==> config.mk <==
export PLATFORM = sky130hd
export DESIGN_NAME = fetch_unit
export DESIGN_NICKNAME = d
export VERILOG_FILES = /design/src/rtl/riscv_pkg.sv /design/src/rtl/program_counter.sv /design/src/rtl/fetch_unit.sv
export SDC_FILE = /design/constraint.sdc
export NUM_CORES = 1
export LEC_CHECK = 0
export CORE_MARGIN = 1.5
export CORE_UTILIZATION = 30
export DETAILED_ROUTE_END_ITERATION = 8
export DONT_BUFFER_PORTS = 1
export MAX_ROUTING_LAYER = met4
export PLACE_DENSITY_LB_ADDON = 0.08
export SYNTH_ARGS = -nofsm -noshare
export SYNTH_HDL_FRONTEND = slang
export SYNTH_SLANG_ARGS = --single-unit
==> constraint.sdc <==
create_clock -name clk -period 5.83 [get_ports clk]
set_clock_uncertainty 0.2 [all_clocks]
set_input_delay 1.166 -clock clk [delete_from_list [all_inputs] [get_ports clk]]
set_output_delay 1.166 -clock clk [all_outputs]
set_load 0.02 [all_outputs]
==> src/rtl/riscv_pkg.sv <==
// Shared RISC-V definitions: fetch FSM state encoding, the ECALL word,
// and the major opcode values reused by the decoder.
package riscv_pkg;

  typedef enum logic [1:0] {
    ST_IDLE = 2'd0,
    ST_RUN  = 2'd1,
    ST_HALT = 2'd2
  } fetch_state_e;

  localparam logic [31:0] INSTR_ECALL = 32'h0000_0073;

  // Major opcodes (instruction bits [6:0])
  localparam logic [6:0] OPC_LUI    = 7'b0110111;
  localparam logic [6:0] OPC_AUIPC  = 7'b0010111;
  localparam logic [6:0] OPC_JAL    = 7'b1101111;
  localparam logic [6:0] OPC_JALR   = 7'b1100111;
  localparam logic [6:0] OPC_BRANCH = 7'b1100011;
  localparam logic [6:0] OPC_LOAD   = 7'b0000011;
  localparam logic [6:0] OPC_STORE  = 7'b0100011;
  localparam logic [6:0] OPC_OP_IMM = 7'b0010011;
  localparam logic [6:0] OPC_OP     = 7'b0110011;
  localparam logic [6:0] OPC_SYSTEM = 7'b1110011;

endpackage

==> src/rtl/program_counter.sv <==
// Program counter register: redirect load has priority over increment,
// otherwise holds. Increment wraps modulo 2^ADDR_W.
module program_counter #(
  parameter int ADDR_W = 6
) (
  input  logic              clk,
  input  logic              reset,
  input  logic              load_i,
  input  logic [ADDR_W-1:0] load_addr_i,
  input  logic              inc_i,
  output logic [ADDR_W-1:0] pc_o
);

  logic [ADDR_W-1:0] pc_q;
  logic [ADDR_W-1:0] pc_d;

  // Next PC: redirect, sequential advance, or hold
  always_comb begin
    pc_d = pc_q;
    if (load_i) begin
      pc_d = load_addr_i;
    end else if (inc_i) begin
      pc_d = pc_q + ADDR_W'(1);
    end
  end

  // PC register with synchronous clear
  always_ff @(posedge clk) begin
    if (reset) begin
      pc_q <= '0;
    end else begin
      pc_q <= pc_d;
    end
  end

  assign pc_o = pc_q;

endmodule

==> src/rtl/fetch_unit.sv <==
// Instruction fetch stage: owns the PC, drives the instruction memory
// address, and holds the fetched word in an IF/ID register handed to the
// decoder with a valid/ready handshake. Stops fetching after an ECALL.
module fetch_unit
  import riscv_pkg::*;
#(
  parameter int i_addr_bits      = 6,
  parameter int INSTRUCTION_SIZE = 32
) (
  input  logic                        clk,
  input  logic                        reset,
  input  logic                        start,
  output logic [i_addr_bits-1:0]      imem_addr,
  input  logic [INSTRUCTION_SIZE-1:0] imem_instruction,
  input  logic                        branch_taken,
  input  logic [i_addr_bits-1:0]      branch_target,
  output logic                        if_valid,
  input  logic                        id_ready,
  output logic [INSTRUCTION_SIZE-1:0] if_instruction,
  output logic [i_addr_bits-1:0]      if_pc,
  output logic                        halted
);

  fetch_state_e                  state_q;
  logic                          valid_q;
  logic [INSTRUCTION_SIZE-1:0]   instr_q;
  logic [i_addr_bits-1:0]        ifpc_q;
  logic                          halted_q;

  logic [i_addr_bits-1:0]        pc;
  logic                          capture;
  logic                          redirect;
  logic                          advance;
  logic                          fetched_ecall;

  // Output register is free when empty or being consumed this cycle
  assign capture       = !valid_q || id_ready;
  assign redirect      = (state_q == ST_RUN) && branch_taken;
  assign advance       = (state_q == ST_RUN) && !branch_taken && capture;
  assign fetched_ecall = (imem_instruction == INSTRUCTION_SIZE'(INSTR_ECALL));

  program_counter #(
    .ADDR_W (i_addr_bits)
  ) u_pc (
    .clk         (clk),
    .reset       (reset),
    .load_i      (redirect),
    .load_addr_i (branch_target),
    .inc_i       (advance),
    .pc_o        (pc)
  );

  // Fetch FSM and IF/ID output register
  always_ff @(posedge clk) begin
    if (reset) begin
      state_q  <= ST_IDLE;
      valid_q  <= 1'b0;
      instr_q  <= '0;
      ifpc_q   <= '0;
      halted_q <= 1'b0;
    end else begin
      unique case (state_q)
        ST_IDLE: begin
          if (start) begin
            state_q <= ST_RUN;
          end
        end
        ST_RUN: begin
          if (branch_taken) begin
            // Drop whatever is held; the target arrives after one bubble
            valid_q <= 1'b0;
          end else if (capture) begin
            instr_q <= imem_instruction;
            ifpc_q  <= pc;
            valid_q <= 1'b1;
            if (fetched_ecall) begin
              state_q  <= ST_HALT;
              halted_q <= 1'b1;
            end
          end
        end
        ST_HALT: begin
          // The ECALL stays visible until the decoder takes it
          if (valid_q && id_ready) begin
            valid_q <= 1'b0;
          end
        end
        default: begin
          state_q <= ST_IDLE;
        end
      endcase
    end
  end

  assign imem_addr      = pc;
  assign if_valid       = valid_q;
  assign if_instruction = instr_q;
  assign if_pc          = ifpc_q;
  assign halted         = halted_q;

endmodule
==> flow_metrics.env, run 1 <==
export IMPL_drive_above_1_share=0.0519
export IMPL_row_count=28
export IMPL_rsz0062_at_grt="false"
export IMPL_yosysSeqAreaShare=0.511
export IMPL_leakage_uw=0.000648
export IMPL_post_cts_setup_buffer_count=0
export IMPL_seqCellArea_um2=961
export IMPL_synthDominantCellAreaShare=0.511
export IMPL_antenna_cells=0
export IMPL_dp_hpwl_mm=3.51
export IMPL_syn_num_nets=281
export IMPL_htree_num_levels=2
export IMPL_avgSynthCellArea_um2=7.93
export IMPL_cp_end_kind="flip-flop"
export IMPL_cts_clk_slew_worst_paths_ns=0.08
export IMPL_tightest_slew_ns=1.12
export IMPL_hold_end="state_q[1]$_SDFFE_PP0P_"
export IMPL_ir_drop_mv=0.123
export IMPL_tns_ns=0
export IMPL_synth_seq_cells=48
export IMPL_synth_edf_count=0
export IMPL_yosysUniqueCellTypes=30
export IMPL_status="completed"
export IMPL_max_cap_viol_count=0
export IMPL_cts_made_buffers=5
export IMPL_grt_pass1_wl_mm=7.39
export IMPL_gp_congestion=0.681
export IMPL_fin_crit_ns=2.82
export IMPL_routed_wl_mm=5.05
export IMPL_slew_viol_final=0
export IMPL_whs_ns=0.350
export IMPL_fin_crit_sh=0.483
export IMPL_setup_violations=0
export IMPL_final_common_cell="nand2_1"
export IMPL_cts_resized=0
export IMPL_critPathMaxStageDelay_ns=0.92
export IMPL_fp_dieW_um=82.2
export IMPL_syn_to_final_growth_pct=7.12
export IMPL_r2r_slack_ns=3.31
export IMPL_multi_input_area_um2=851
export IMPL_die_area_um2=6750
export IMPL_syn_inst=237
export IMPL_hp_start="state_q[1]$_SDFFE_PP0P_"
export IMPL_power_density_nw_per_um2=305
export IMPL_ys_warnings_count=0
export IMPL_required_ns=5.86
export IMPL_cts_hold_buf=0
export IMPL_ios=89
export IMPL_core_region_area_um2=5990
export IMPL_crit_slowest_cell="nor3_2"
export IMPL_grt_max_degree=51
export IMPL_netlist_area_um2=1880
export IMPL_arrival_ns=2.84
export IMPL_start_util=0.314
export IMPL_cts_tree="built"
export IMPL_drt_iter0_markers=91
export IMPL_async_reset_ff_frac=0
export IMPL_cts_buffer_depth=2
export IMPL_critPathKind="primary input to flip-flop"
export IMPL_drc=0
export IMPL_fin_nets=274
export IMPL_yosysTopAreaCell="dfxtp_1"
export IMPL_wl_per_cell_um=16.5
export IMPL_hold_viol_final=0
export IMPL_reg2reg_depth=5
export IMPL_worstHoldPathType="flip-flop to flip-flop"
export IMPL_cts_sinks=48
export IMPL_relSlewSlack=0.246
export IMPL_grt_pass1_vias=1459
export IMPL_portBuffers=0
export IMPL_r2r_start="if_valid$_SDFFE_PP0P_"
export IMPL_worstPathCellList="nor2b_1 > nor3_2 > buf_4 > nand2_1 > a21oi_1"
export IMPL_clk_latency_ns=0.30
export IMPL_worstPathMaxFanout=23
export IMPL_fmax_mhz=355
export IMPL_dr_pass1_iters=4
export IMPL_crit_path_start_kind="primary input"
export IMPL_ant_nets=0
export IMPL_fillCellCount=656
export IMPL_total_power_uw=614
export IMPL_yosys_top_cells_area="dfxtp_1, nand2_1, a21oi_1"
export IMPL_root_buffer="clkbuf_8"
export IMPL_via_per_inst=5.06
export IMPL_overflow=0
export IMPL_hold_path_depth=2
export IMPL_rr_endpoint="if_instruction[7]$_SDFFE_PP0P_"
export IMPL_track_usage=0.152
export IMPL_final_cell_mix="nand2_1, dfxtp_1, a21oi_1"
export IMPL_die_y_um=82.2
export IMPL_ys_flop_type="dfxtp_1"
export IMPL_antenna_found_initial=0
export IMPL_vias=1548
per-layer routing:
metal | GRT usage | routed length (um) | vias up
met2 | 0.226 | 2220 | 61
met1 | 0.193 | 2310 | 699
met4 | 0.0508 | 48 | 0
met5 | - | 0 | -
met3 | 0.0527 | 481 | 6
li1 | - | - | 782
cells by family (layout without fill, tap and decap cells):
| family | after synthesis | after routing | synth area share |
|---|---|---|---|
| xor+xnor | 4 | 4 | 0.0186 |
| compound gates | 50 | 50 | 0.148 |
| simple gates | 117 | 117 | 0.276 |
| buf+inv | 17 | 11 | 0.0392 |
| fa+ha+maj | 1 | 1 | 0.00665 |
| flops | 48 | 48 | 0.511 |
area by class of cell:
class                           instances  share of cell area
Inverter                                1             0.00186
Sequential cell                        48               0.477
Clock buffer                            8              0.0447
Tap cell                               75              0.0466
Multi-Input combinational cell        172               0.422
Timing Repair Buffer                    2             0.00745
synthesized netlist by cell type (4+ instances only):
master	count
nand2_1	82
dfxtp_1	48
a21oi_1	39
clkbuf_1	9
nor2_1	8
nor4_1	6
buf_2	5
nor3_1	5
a211oi_1	4
nand3_1	4
xnor2_1	4
state kept, by name, summed over array words and instances (netlist names):
signal          flops
if_valid            1
state_q             2
if_instruction     32
halted              1
u_pc.pc_o           6
if_pc               6
power breakdown:
part / leakage [uW] / switching, uW / total, uW / internal, uW
Combinational: 0.000211 / 23.1 / 38.2 / 15.1
Sequential: 0.000391 / 30.0 / 372 / 342
Clock: 0.0000455 / 107 / 204 / 97.0
worst max path at each step:
stage                   startpoint                              end  depth (start not counted)
2_1_floorplan  imem_instruction[7]          state_q[0]$_SDFFE_PP0P_                          4
3_3_place_gp              id_ready  if_instruction[14]$_SDFFE_PP0P_                          5
3_5_place_dp              id_ready            if_pc[5]$_SDFFE_PP0P_                          5
4_1_cts                   id_ready            if_pc[5]$_SDFFE_PP0P_                          5
5_1_grt                   id_ready  if_instruction[21]$_SDFFE_PP0P_                          5
6_report                  id_ready            if_pc[5]$_SDFFE_PP0P_                          5
metrics by stage:
| stage | cells | worst slack (ns) | instance area (um2) | util |
|---|---|---|---|---|
| floorplan | 237 | 3.14 | 1880 | - |
| global placement | 298 | 2.68 | 1920 | 0.321 |
| CTS | 306 | 2.95 | 2010 | 0.336 |
| finish | 306 | 3.01 | 2010 | 0.336 |
| detailed placement | 298 | 2.64 | 1920 | 0.321 |
| global route | 306 | 2.86 | 2010 | 0.336 |
critical path, delay by kind of cell:
kind	cells	cell delay, ns
AO/OA/AOI/OAI	1	0.13
AND/OR/NAND/NOR	3	1.11
buffers and inverters	1	0.41
Power figures use the tool's default switching activity.
==> run 2, diff against run 1 <==
==> constraint.sdc (replaced) <==
create_clock -name clk -period 2.9 [get_ports clk]
set_clock_uncertainty 0.2 [all_clocks]
set_input_delay 0.58 -clock clk [delete_from_list [all_inputs] [get_ports clk]]
set_output_delay 0.58 -clock clk [all_outputs]
set_load 0.02 [all_outputs]
==> flow_metrics.env, run 2 (synthesized netlist as in run 1, its figures left out) <==
export IMPL_total_power_uw=1310
export IMPL_die_area_um2=6750
export IMPL_final_util=0.343
export IMPL_cts_buffer_depth=2
export IMPL_drc=0
export IMPL_dr_pass1_iters=4
export IMPL_required_ns=2.93
export IMPL_ios=89
export IMPL_power_density_nw_per_um2=636
export IMPL_cts_sinks=48
export IMPL_use_met1=0.184
export IMPL_fillCellCount=661
export IMPL_critPathBufInv=1
export IMPL_r2r_slack_ns=0.68
export IMPL_row_count=28
export IMPL_crit_path_start_kind="flip-flop"
export IMPL_r2r_start="if_valid$_SDFFE_PP0P_"
export IMPL_start_util=0.314
export IMPL_wl_per_cell_um=15.8
export IMPL_busiest_layer="met2"
export IMPL_syn_to_final_growth_pct=9.25
export IMPL_dp_hpwl_mm=3.40
export IMPL_fin_crit_sh=0.764
export IMPL_clk_latency_ns=0.30
export IMPL_drive_above_1_share=0.0684
export IMPL_core_region_area_um2=5990
export IMPL_crit_start="if_valid$_SDFFE_PP0P_"
export IMPL_worstPathMaxFanout=24
export IMPL_tightest_slew_ns=0.883
export IMPL_cts_clk_slew_worst_paths_ns=0.09
export IMPL_final_common_cell="nand2_1"
export IMPL_fin_nets=277
export IMPL_grt_use_met2=0.216
export IMPL_portBuffers=0
export IMPL_worstPathCellList="nor2b_1 > nor3_2 > buf_4 > nand2_1 > a21oi_1"
export IMPL_antenna_cells=0
export IMPL_hold_viol_final=0
export IMPL_critPathMaxStageDelay_ns=0.71
export IMPL_die_y_um=82.2
export IMPL_track_usage=0.148
export IMPL_max_cap_viol_count=0
export IMPL_status="completed"
export IMPL_reg2reg_depth=5
export IMPL_grt_max_degree=51
export IMPL_cpLargestDelayFamily="simple AND/OR/NAND/NOR gates"
export IMPL_hold_path_depth=1
export IMPL_antenna_found_initial=0
export IMPL_fmax_mhz=451
export IMPL_rsz0062_at_grt="false"
export IMPL_crit_slowest_cell="nor3_2"
export IMPL_gp_congestion=0.710
export IMPL_overflow=0
export IMPL_grt_util_met3=0.0648
export IMPL_rr_endpoint="if_pc[3]$_SDFFE_PP0P_"
export IMPL_leakage_uw=0.000672
export IMPL_tns_ns=0
export IMPL_arrival_ns=2.25
export IMPL_cts_made_buffers=5
export IMPL_grt_pass1_vias=1433
export IMPL_drt_iter0_markers=73
export IMPL_post_cts_setup_buffer_count=0
export IMPL_cts_tree="built"
export IMPL_relSlewSlack=0.408
export IMPL_root_buffer="clkbuf_8"
export IMPL_via_per_inst=5.00
export IMPL_fin_crit_ns=2.22
export IMPL_cp_end_kind="flip-flop"
export IMPL_fp_dieW_um=82.2
export IMPL_largest_reg_flops=32
export IMPL_ant_nets=0
export IMPL_cts_hold_buf=0
export IMPL_vias=1546
export IMPL_slew_viol_final=0
export IMPL_hold_end="if_instruction[24]$_SDFFE_PP0P_"
export IMPL_grt_pass1_wl_mm=7.16
export IMPL_htree_num_levels=2
export IMPL_cts_resized=0
export IMPL_final_cell_mix="nand2_1, dfxtp_1, a21oi_1"
export IMPL_worstHoldPathType="primary input to flip-flop"
export IMPL_setup_violations=0
export IMPL_ir_drop_mv=0.224
export IMPL_hp_start="reset"
export IMPL_critPathKind="flip-flop to flip-flop"
export IMPL_routed_wl_mm=4.87
## run 2: how the worst max path moves through the flow
stage                                      end  slack (ns)  cells past startpoint
2_1_floorplan          state_q[0]$_SDFFE_PP0P_        0.80                      4
3_3_place_gp           state_q[0]$_SDFFE_PP0P_        0.54                      4
3_5_place_dp           state_q[0]$_SDFFE_PP0P_        0.54                      4
4_1_cts                  if_pc[1]$_SDFFE_PP0P_        0.63                      5
5_1_grt        if_instruction[28]$_SDFFE_PP0P_        0.49                      5
6_report                 if_pc[3]$_SDFFE_PP0P_        0.68                      5
## run 2: power breakdown
group	switching [uW]	leakage [uW]	internal, uW
combinational	46.8	0.000225	33.4
clock	224	0.0000552	256
sequential	59.6	0.000391	687
## run 2: worst register-to-register path, stage by stage, from the launching register on
cell and delay [ns]:
dfxtp_1 0.41, nor2b_1 0.19, nor3_2 0.71, buf_4 0.42, nand2_1 0.10, a21oi_1 0.13
## run 2: final cells by class
type	instances	area, um2	share of cell area
timing repair buffer	5	37.5	0.0183
tap	75	93.8	0.0457
inverter	1	3.75	0.00183
multi-input combinational	172	851	0.414
clock inverter	2	35.0	0.0171
sequential	48	961	0.468
clock buffer	6	72.6	0.0353
## run 2: metal layers
layer | share of wire | wire (um) | vias up
li1 | - | - | 785
met1 | 0.45 | 2190 | 693
met2 | 0.44 | 2120 | 64
met3 | 0.10 | 506 | 4
met4 | 0.011 | 55 | 0
met5 | 0 | 0 | -
## run 2: through the flow
step	hold WS (ns)	area (um2)	std cells	worst slack, ns
finish	0.134	2050	309	0.684
global route	0.119	2050	309	0.492
CTS	0.126	2050	309	0.628
detailed placement	0.332	1950	301	0.545
global placement	0.338	1950	301	0.537
floorplan	0.292	1880	237	0.799
